[config.mk]
export PLATFORM = sky130hd
export DESIGN_NAME = instr_fetch
export DESIGN_NICKNAME = d
export VERILOG_FILES = /design/src/rtl/instr_fetch.sv
export SDC_FILE = /design/constraint.sdc
export NUM_CORES = 1
export LEC_CHECK = 0
export CAP_MARGIN = 20
export CORE_MARGIN = 2
export CORE_UTILIZATION = 40
export CTS_CLUSTER_SIZE = 28
export DETAILED_ROUTE_END_ITERATION = 6
export PLACE_DENSITY = 0.69
export SLEW_MARGIN = 10
export SYNTH_ARGS = -nofsm -noshare
export SYNTH_HDL_FRONTEND = slang
export SYNTH_SLANG_ARGS = --single-unit
[constraint.sdc]
create_clock -name clk -period 3.61 [get_ports clk]
set_clock_uncertainty 0.05 [all_clocks]
set_input_delay 0.361 -clock clk [delete_from_list [all_inputs] [get_ports clk]]
set_output_delay 0.361 -clock clk [all_outputs]
set_load 0.02 [all_outputs]
[src/rtl/instr_fetch.sv]
// rtl/instr_fetch.sv - instruction fetch sequencer feeding ir/ar to the execute stage
// Define FETCH_ILLEGAL_TRAP_EN to halt in TRAP on an opcode with a non-zero upper nibble.
module instr_fetch #(
    parameter logic [15:0] RESET_PC = 16'h0000
) (
    input  logic        clk,
    input  logic        rst,
    output logic        mem_rd,
    output logic [15:0] mem_addr,
    input  logic [7:0]  mem_rdata,
    input  logic        mem_rvalid,
    output logic [7:0]  ir,
    output logic [15:0] ar,
    output logic        ir_valid,
    input  logic        ir_ready,
    input  logic        redirect,
    input  logic [15:0] redirect_pc,
    output logic [15:0] pc,
    output logic        illegal
);

    typedef enum logic [2:0] {
        S_OP    = 3'd0,
        S_LO    = 3'd1,
        S_HI    = 3'd2,
        S_ISSUE = 3'd3,
        S_DRAIN = 3'd4,
        S_TRAP  = 3'd5
    } state_t;

    state_t      state_q;
    logic [15:0] pc_q;
    logic [15:0] ar_q;
    logic [15:0] drain_addr_q;
    logic [7:0]  ir_q;
    logic        ir_valid_q;
    logic        illegal_q;

    logic [15:0] pc_inc_d;
    logic        op_long_d;
    logic        op_bad_d;
    logic        trap_d;
    logic        fetching_d;

    assign pc_inc_d   = pc_q + 16'd1;
    assign op_long_d  = mem_rdata inside {8'h01, 8'h02, 8'h05, 8'h06, 8'h07};
    assign op_bad_d   = (mem_rdata[7:4] != 4'h0);
    assign fetching_d = state_q inside {S_OP, S_LO, S_HI, S_DRAIN};

`ifdef FETCH_ILLEGAL_TRAP_EN
    assign trap_d = op_bad_d;
`else
    assign trap_d = 1'b0;
`endif

    always_ff @(posedge clk) begin
        if (rst) begin
            state_q      <= S_OP;
            pc_q         <= RESET_PC;
            ar_q         <= 16'h0000;
            drain_addr_q <= 16'h0000;
            ir_q         <= 8'h00;
            ir_valid_q   <= 1'b0;
            illegal_q    <= 1'b0;
        end else begin
            case (state_q)
                S_OP, S_LO, S_HI: begin
                    // A redirect without a response leaves a read outstanding; DRAIN absorbs it.
                    if (redirect) begin
                        pc_q         <= redirect_pc;
                        drain_addr_q <= pc_q;
                        state_q      <= mem_rvalid ? S_OP : S_DRAIN;
                    end else if (mem_rvalid) begin
                        pc_q <= pc_inc_d;
                        if (state_q == S_OP) begin
                            ir_q <= mem_rdata;
                            ar_q <= 16'h0000;
                            if (trap_d) begin
                                illegal_q <= 1'b1;
                                state_q   <= S_TRAP;
                            end else if (op_long_d) begin
                                state_q <= S_LO;
                            end else begin
                                state_q    <= S_ISSUE;
                                ir_valid_q <= 1'b1;
                                illegal_q  <= op_bad_d;
                            end
                        end else if (state_q == S_LO) begin
                            ar_q[7:0] <= mem_rdata;
                            state_q   <= S_HI;
                        end else begin
                            ar_q[15:8] <= mem_rdata;
                            state_q    <= S_ISSUE;
                            ir_valid_q <= 1'b1;
                        end
                    end
                end
                S_ISSUE: begin
                    // A redirect consumes the presented instruction just like ir_ready.
                    if (redirect || ir_ready) begin
                        if (redirect) begin
                            pc_q <= redirect_pc;
                        end
                        ir_valid_q <= 1'b0;
                        illegal_q  <= 1'b0;
                        state_q    <= S_OP;
                    end
                end
                S_DRAIN: begin
                    if (redirect) begin
                        pc_q <= redirect_pc;
                    end
                    if (mem_rvalid) begin
                        state_q <= S_OP;
                    end
                end
                S_TRAP: begin
                    state_q <= S_TRAP;
                end
                default: begin
                    state_q <= S_OP;
                end
            endcase
        end
    end

    assign mem_rd   = fetching_d & ~rst;
    assign mem_addr = (state_q == S_DRAIN) ? drain_addr_q : pc_q;
    assign ir       = ir_q;
    assign ar       = ar_q;
    assign ir_valid = ir_valid_q;
    assign pc       = pc_q;
    assign illegal  = illegal_q;

endmodule

### Word-level counts from Yosys, hierarchy flattened

Index checks and enable logic that the tools add are counted.

| word-level totals | value |
|---|---|
| input port bits | 29 |
| bits in registers | 61 |
| word-level logic and storage cells | 79 |

| cells by class | value |
|---|---|
| bitwise gates (word level) | 3 |
| reduce and logical (&&, ||, !) cells | 17 |
| add/subtract/negate cells | 1 |
| eq/ne operators | 20 |
| mux-type cells | 30 |

Operators by type and width:

| kind | number |
|---|---|
| 2-to-1 mux 16 bit | 6 |
| one-hot mux 16 bit (3 select lines) | 1 |
| equality test 8 x 3 -> 1 bit (second input constant) | 3 |
| 2-to-1 mux 3 bit | 6 |
| adder 16 x 1 -> 16 bit (second input constant) | 1 |
| 2-to-1 mux 8 bit | 2 |
| != test 2 bit (second input constant) | 7 |
| one-hot mux 3 bit (4 select lines) | 1 |
| AND reduction 4 bit | 3 |
| AND reduction 6 bit | 2 |
| 2-to-1 mux 1 bit | 11 |
| != test 3 bit (second input constant) | 3 |
| equality test 8 x 1 -> 1 bit (second input constant) | 1 |
| equality test 8 x 2 -> 1 bit (second input constant) | 1 |
| nonzero test 4 bit | 2 |
| equality test 3 x 2 -> 1 bit (second input constant) | 2 |
| equality test 3 bit (second input constant) | 2 |
| AND reduction 3 bit | 2 |
| nonzero test 5 bit | 1 |
| one-hot mux 1 bit (2 select lines) | 2 |
| nonzero test 2 bit | 2 |
| equality test 3 x 1 -> 1 bit (second input constant) | 1 |
| zero test 3 bit | 1 |
| nonzero test 3 bit | 1 |
| 6 further kinds | 7 |

### Longest topological paths before layout

| logic depth | value |
|---|---|
| word-level depth | 7 |
| gate-level depth with buffers | 8 |
| depth with buffers taken out | 6 |

### Least setup slack after synthesis

Ideal clock, no wire load.

| timing | value |
|---|---|
| path kind | flip-flop to flip-flop |
| from | register pc_q[3], in the netlist pc[3] |
| to | register pc_q[13], in the netlist pc[13] |
| setup slack | 1.740 ns |
| arrival time | 1.739 ns |
| stages on the path, launching flop included | 5 |
| data required time | 3.479 ns |
| library setup time | 0.081 ns |
| path buffers | 0 |
| cell sequence | dfxtp_1 -> nand4_1 -> or3_1 -> or4_1 -> a41oi_1 |

| on the way | value |
|---|---|
| cells in the longest elaborated chain, start to end | 4 |

Ends and longest elaborated chain:

| item | line | source |
|---|---|---|
| from (decl) | 32 | `logic [15:0] pc_q;` |
| from (signal assigned) | 70 | `pc_q <= redirect_pc;` |
| from (signal assigned) | 74 | `pc_q <= pc_inc_d;` |
| from (signal assigned) | 102 | `pc_q <= redirect_pc;` |
| adder 16 x 1 -> 16 bit | 45 | `assign pc_inc_d = pc_q + 16'd1;` |
| 2-to-1 mux 16 bit | 73 | `end else if (mem_rvalid) begin` |
| 2-to-1 mux 16 bit | 69 | `if (redirect) begin` |
| one-hot mux 16 bit (3 select lines) | 66 | `case (state_q)` |

No other way between the ends. The select of a mux whose other input is x is not followed.
A chain may end at the register's enable or synchronous reset.

### Final worst setup path

| timing | value |
|---|---|
| from | register state_q[0] |
| to | output mem_addr[15] |

| on the way | value |
|---|---|
| cells in the longest elaborated chain, start to end | 2 |

Ends and longest elaborated chain:

| item | line | source |
|---|---|---|
| from (decl) | 31 | `state_t state_q;` |
| from (signal assigned) | 72 | `state_q <= mem_rvalid ? S_OP : S_DRAIN;` |
| equality test 3 bit | 128 | `assign mem_addr = (state_q == S_DRAIN) ? drain_addr_q : pc_q;` |
| 2-to-1 mux 16 bit | 128 |  |
| to (decl) | 9 | `output logic [15:0] mem_addr,` |

No other way between the ends.

==> results.json <==
{
  "outcome": "finished, final reports clean",
  "crit_path_start_kind": "flop",
  "setup-tns-final_ps": 0,
  "drtAntennaViolNets": 0,
  "endpoint_kind": "output pin",
  "syn-cell-area_um2": 3043,
  "worstPathArrival_ps": 2390,
  "wl_um": 9005,
  "first_global_vias": 2946,
  "row_count": 31,
  "num_vias": 3198,
  "yosys.area_share.simple": 0.2730,
  "drc": 0,
  "nNetsFinal": 514,
  "die_h_um": 91.22,
  "critPathKind": "flop to output pin",
  "grt_setup_unrepaired": "false",
  "grt_util_all_layers": 0.2192,
  "path_cells": "nor3b_2 > buf_4 > mux2_2 > clkdlybuf4s50_1",
  "io_pins": 88,
  "cts_setup_buffers": 0,
  "grt-ovfl-total": 0,
  "synthDistinctLibCells": 45,
  "insertion_delay_ps": 340,
  "grt_max_degree": 33,
  "initial_core_util": 0.4173,
  "yosysSeqAreaShare": 0.4013,
  "drive_above_1_share": 0.07172,
  "clockBufferDepth": 2,
  "hold_path_class": "flop to flop",
  "vdd_drop_max_mv": 0.2239,
  "synthMuxAreaShare": 0.04400,
  "setup_violations": 0,
  "syn_inst": 408,
  "cts_sinks": 61,
  "antenna_found_initial": 0,
  "hold_buffers": 0,
  "cap_violations": 0,
  "syn_area_per_cell_um2": 7.458,
  "worstMarginPinSlew_ps": 875.1,
  "dieArea_um2": 8321,
  "synth_edf_count": 0,
  "period_minus_slack_ps": 2798,
  "clk_pin_slew_ps": 70,
  "drv_slew": 0,
  "synth.net_count": 438,
  "ys.flop_type": "dfxtp_1",
  "synth_top_family_by_area": "simple AND/OR/NAND/NOR gates",
  "routedWlPerCell_um": 15.34,
  "worst_ep_required_time_ps": 3200,
  "slew-limit-headroom": 0.4121,
  "yosysTopAreaCellShare": 0.4013,
  "drt-initial-drc-count": 148,
  "fin_util": 0.5690,
  "fmax_ghz": 0.3574,
  "cts_tree": "built",
  "cts-resized-gates": 0,
  "synthToLayoutAreaGrowth_pct": 36.35,
  "synth_compound_area_frac": 0.2274,
  "hold_viol": 0,
  "gp_congestion": 0.8847,
  "die_x_um": 91.22,
  "root_buffer": "clkbuf_8",
  "antennaDiodeCount": 0,
  "drt_pass1_iterations": 4,
  "cts_buffers": 9,
  "place_hpwl_um": 6267,
  "async_flop_share": 0,
  "pwr_density_cell_nw_per_um2": 424.3,
  "power.leakage_nw": 1.435,
  "synth_top_area_cell": "dfxtp_1",
  "yosysWarnings": 0,
  "hold_ws_ps": 403.3,
  "design.core.area_um2": 7292,
  "synth-seq-cells": 61,
  "yosys-top-cells-area": "dfxtp_1 (40%), nand2_1 (10%), a21oi_1 (10%)",
  "grt_pass1_wl_um": 14680,
  "htree_num_levels": 3,
  "fin_crit_sh": 0.7750,
  "slowest_stage": "clkdlybuf4s50_1",
  "synth_fa_ha_area_frac": 0.004112,
  "synth_xor_area_frac": 0,
  "critical-path-max-stage-delay_ps": 570,
  "path_max_fanout": 24,
  "io_buffers": 87,
  "viasPerCell": 5.448
}
==> report_power, final <==
part	switching, mW	total (mW)	internal (mW)
sequential	0.0485	0.760	0.712
combinational	0.223	0.400	0.177
clock	0.267	0.600	0.333
==> critical path, delay by kind of cell, from the launching register on <==
kind	cells	cell delay, ps
muxes	1	370
buffers and inverters	2	890
DFF	1	530
and+or+nand+nor	1	260
==> routing by layer <==
| metal | GRT usage | wire length [um] | vias up |
|---|---|---|---|
| li1 | - | - | 1592 |
| met1 | 0.2870 | 4071 | 1485 |
| met2 | 0.3432 | 4224 | 112 |
| met3 | 0.06556 | 635 | 9 |
| met4 | 0.07702 | 73 | 0 |
| met5 | 0 | 0 | - |
==> state kept, by name, summed over array words and instances, names as in the netlist <==
signal        flops
ar               16
drain_addr_q     16
pc               16
ir                8
state_q           3
illegal           1
ir_valid          1
==> cell families after synthesis <==
logic type | Yosys count
simple gates | 177
fa+ha+maj | 1
compound gates | 120
mux | 12
buf+inv | 37
flops | 61
==> placed cells by master (no fill, tap or decap), drive strengths merged, types with 4 or more instances in the layout <==
master and n:
clkbuf 11, inv 9, nor3 11, nand2 82
a21o 6, or3 6, nand3 26, dfxtp 61
a21oi 61, nand2b 6, buf 7, o32ai 4
a31oi 5, clkdlybuf4s50 86, mux2 11, nor2b 4
o21ai 26, nor2 21, o211ai 5
==> worst paths after layout <==
kind,slack (ps),to,start,depth (start not counted)
max reg2reg,1170,pc[9],state_q[0],7
min reg2reg,400,drain_addr_q[0],drain_addr_q[0],2
min,400,drain_addr_q[0],drain_addr_q[0],2
max,810,mem_addr[15],state_q[0],4
==> area by class of cell <==
type,instances,area [um2]
clock inverter,4,48.80
multi-input combinational,310,1669
clock buffer,11,141.4
timing repair buffer,93,910.9
sequential,61,1221
tap,99,123.9
inverter,9,33.78
fill,713,3143
==> stage by stage <==
stage               setup slack (ps)  power (mW)  std cells  area, um2
detailed placement             871.1       1.174        572       3959
floorplan                       1740      0.9947        408       3043
finish                         812.3       1.760        587       4149
CTS                            789.7       1.771        587       4149
global placement               985.8       1.168        572       3959
global route                   680.4       1.843        587       4149
==> Yosys cell counts, types with 2 or more instances <==
cell type	number
nand2_1	82
a21oi_1	61
dfxtp_1	61
nand3_1	26
o21ai_0	26
clkbuf_1	23
nor2_1	21
mux2_2	11
nor3_1	10
inv_1	9
a21o_1	6
nand2b_1	6
or3_1	6
a31oi_1	5
o211ai_1	5
nor2b_1	4
o32ai_1	4
a32oi_1	3
and2_1	3
and3b_1	3
nand4_1	3
nor4_1	3
a311oi_1	2
a41oi_1	2
buf_2	2
nand3b_1	2
(Power assumes the default switching activity.)
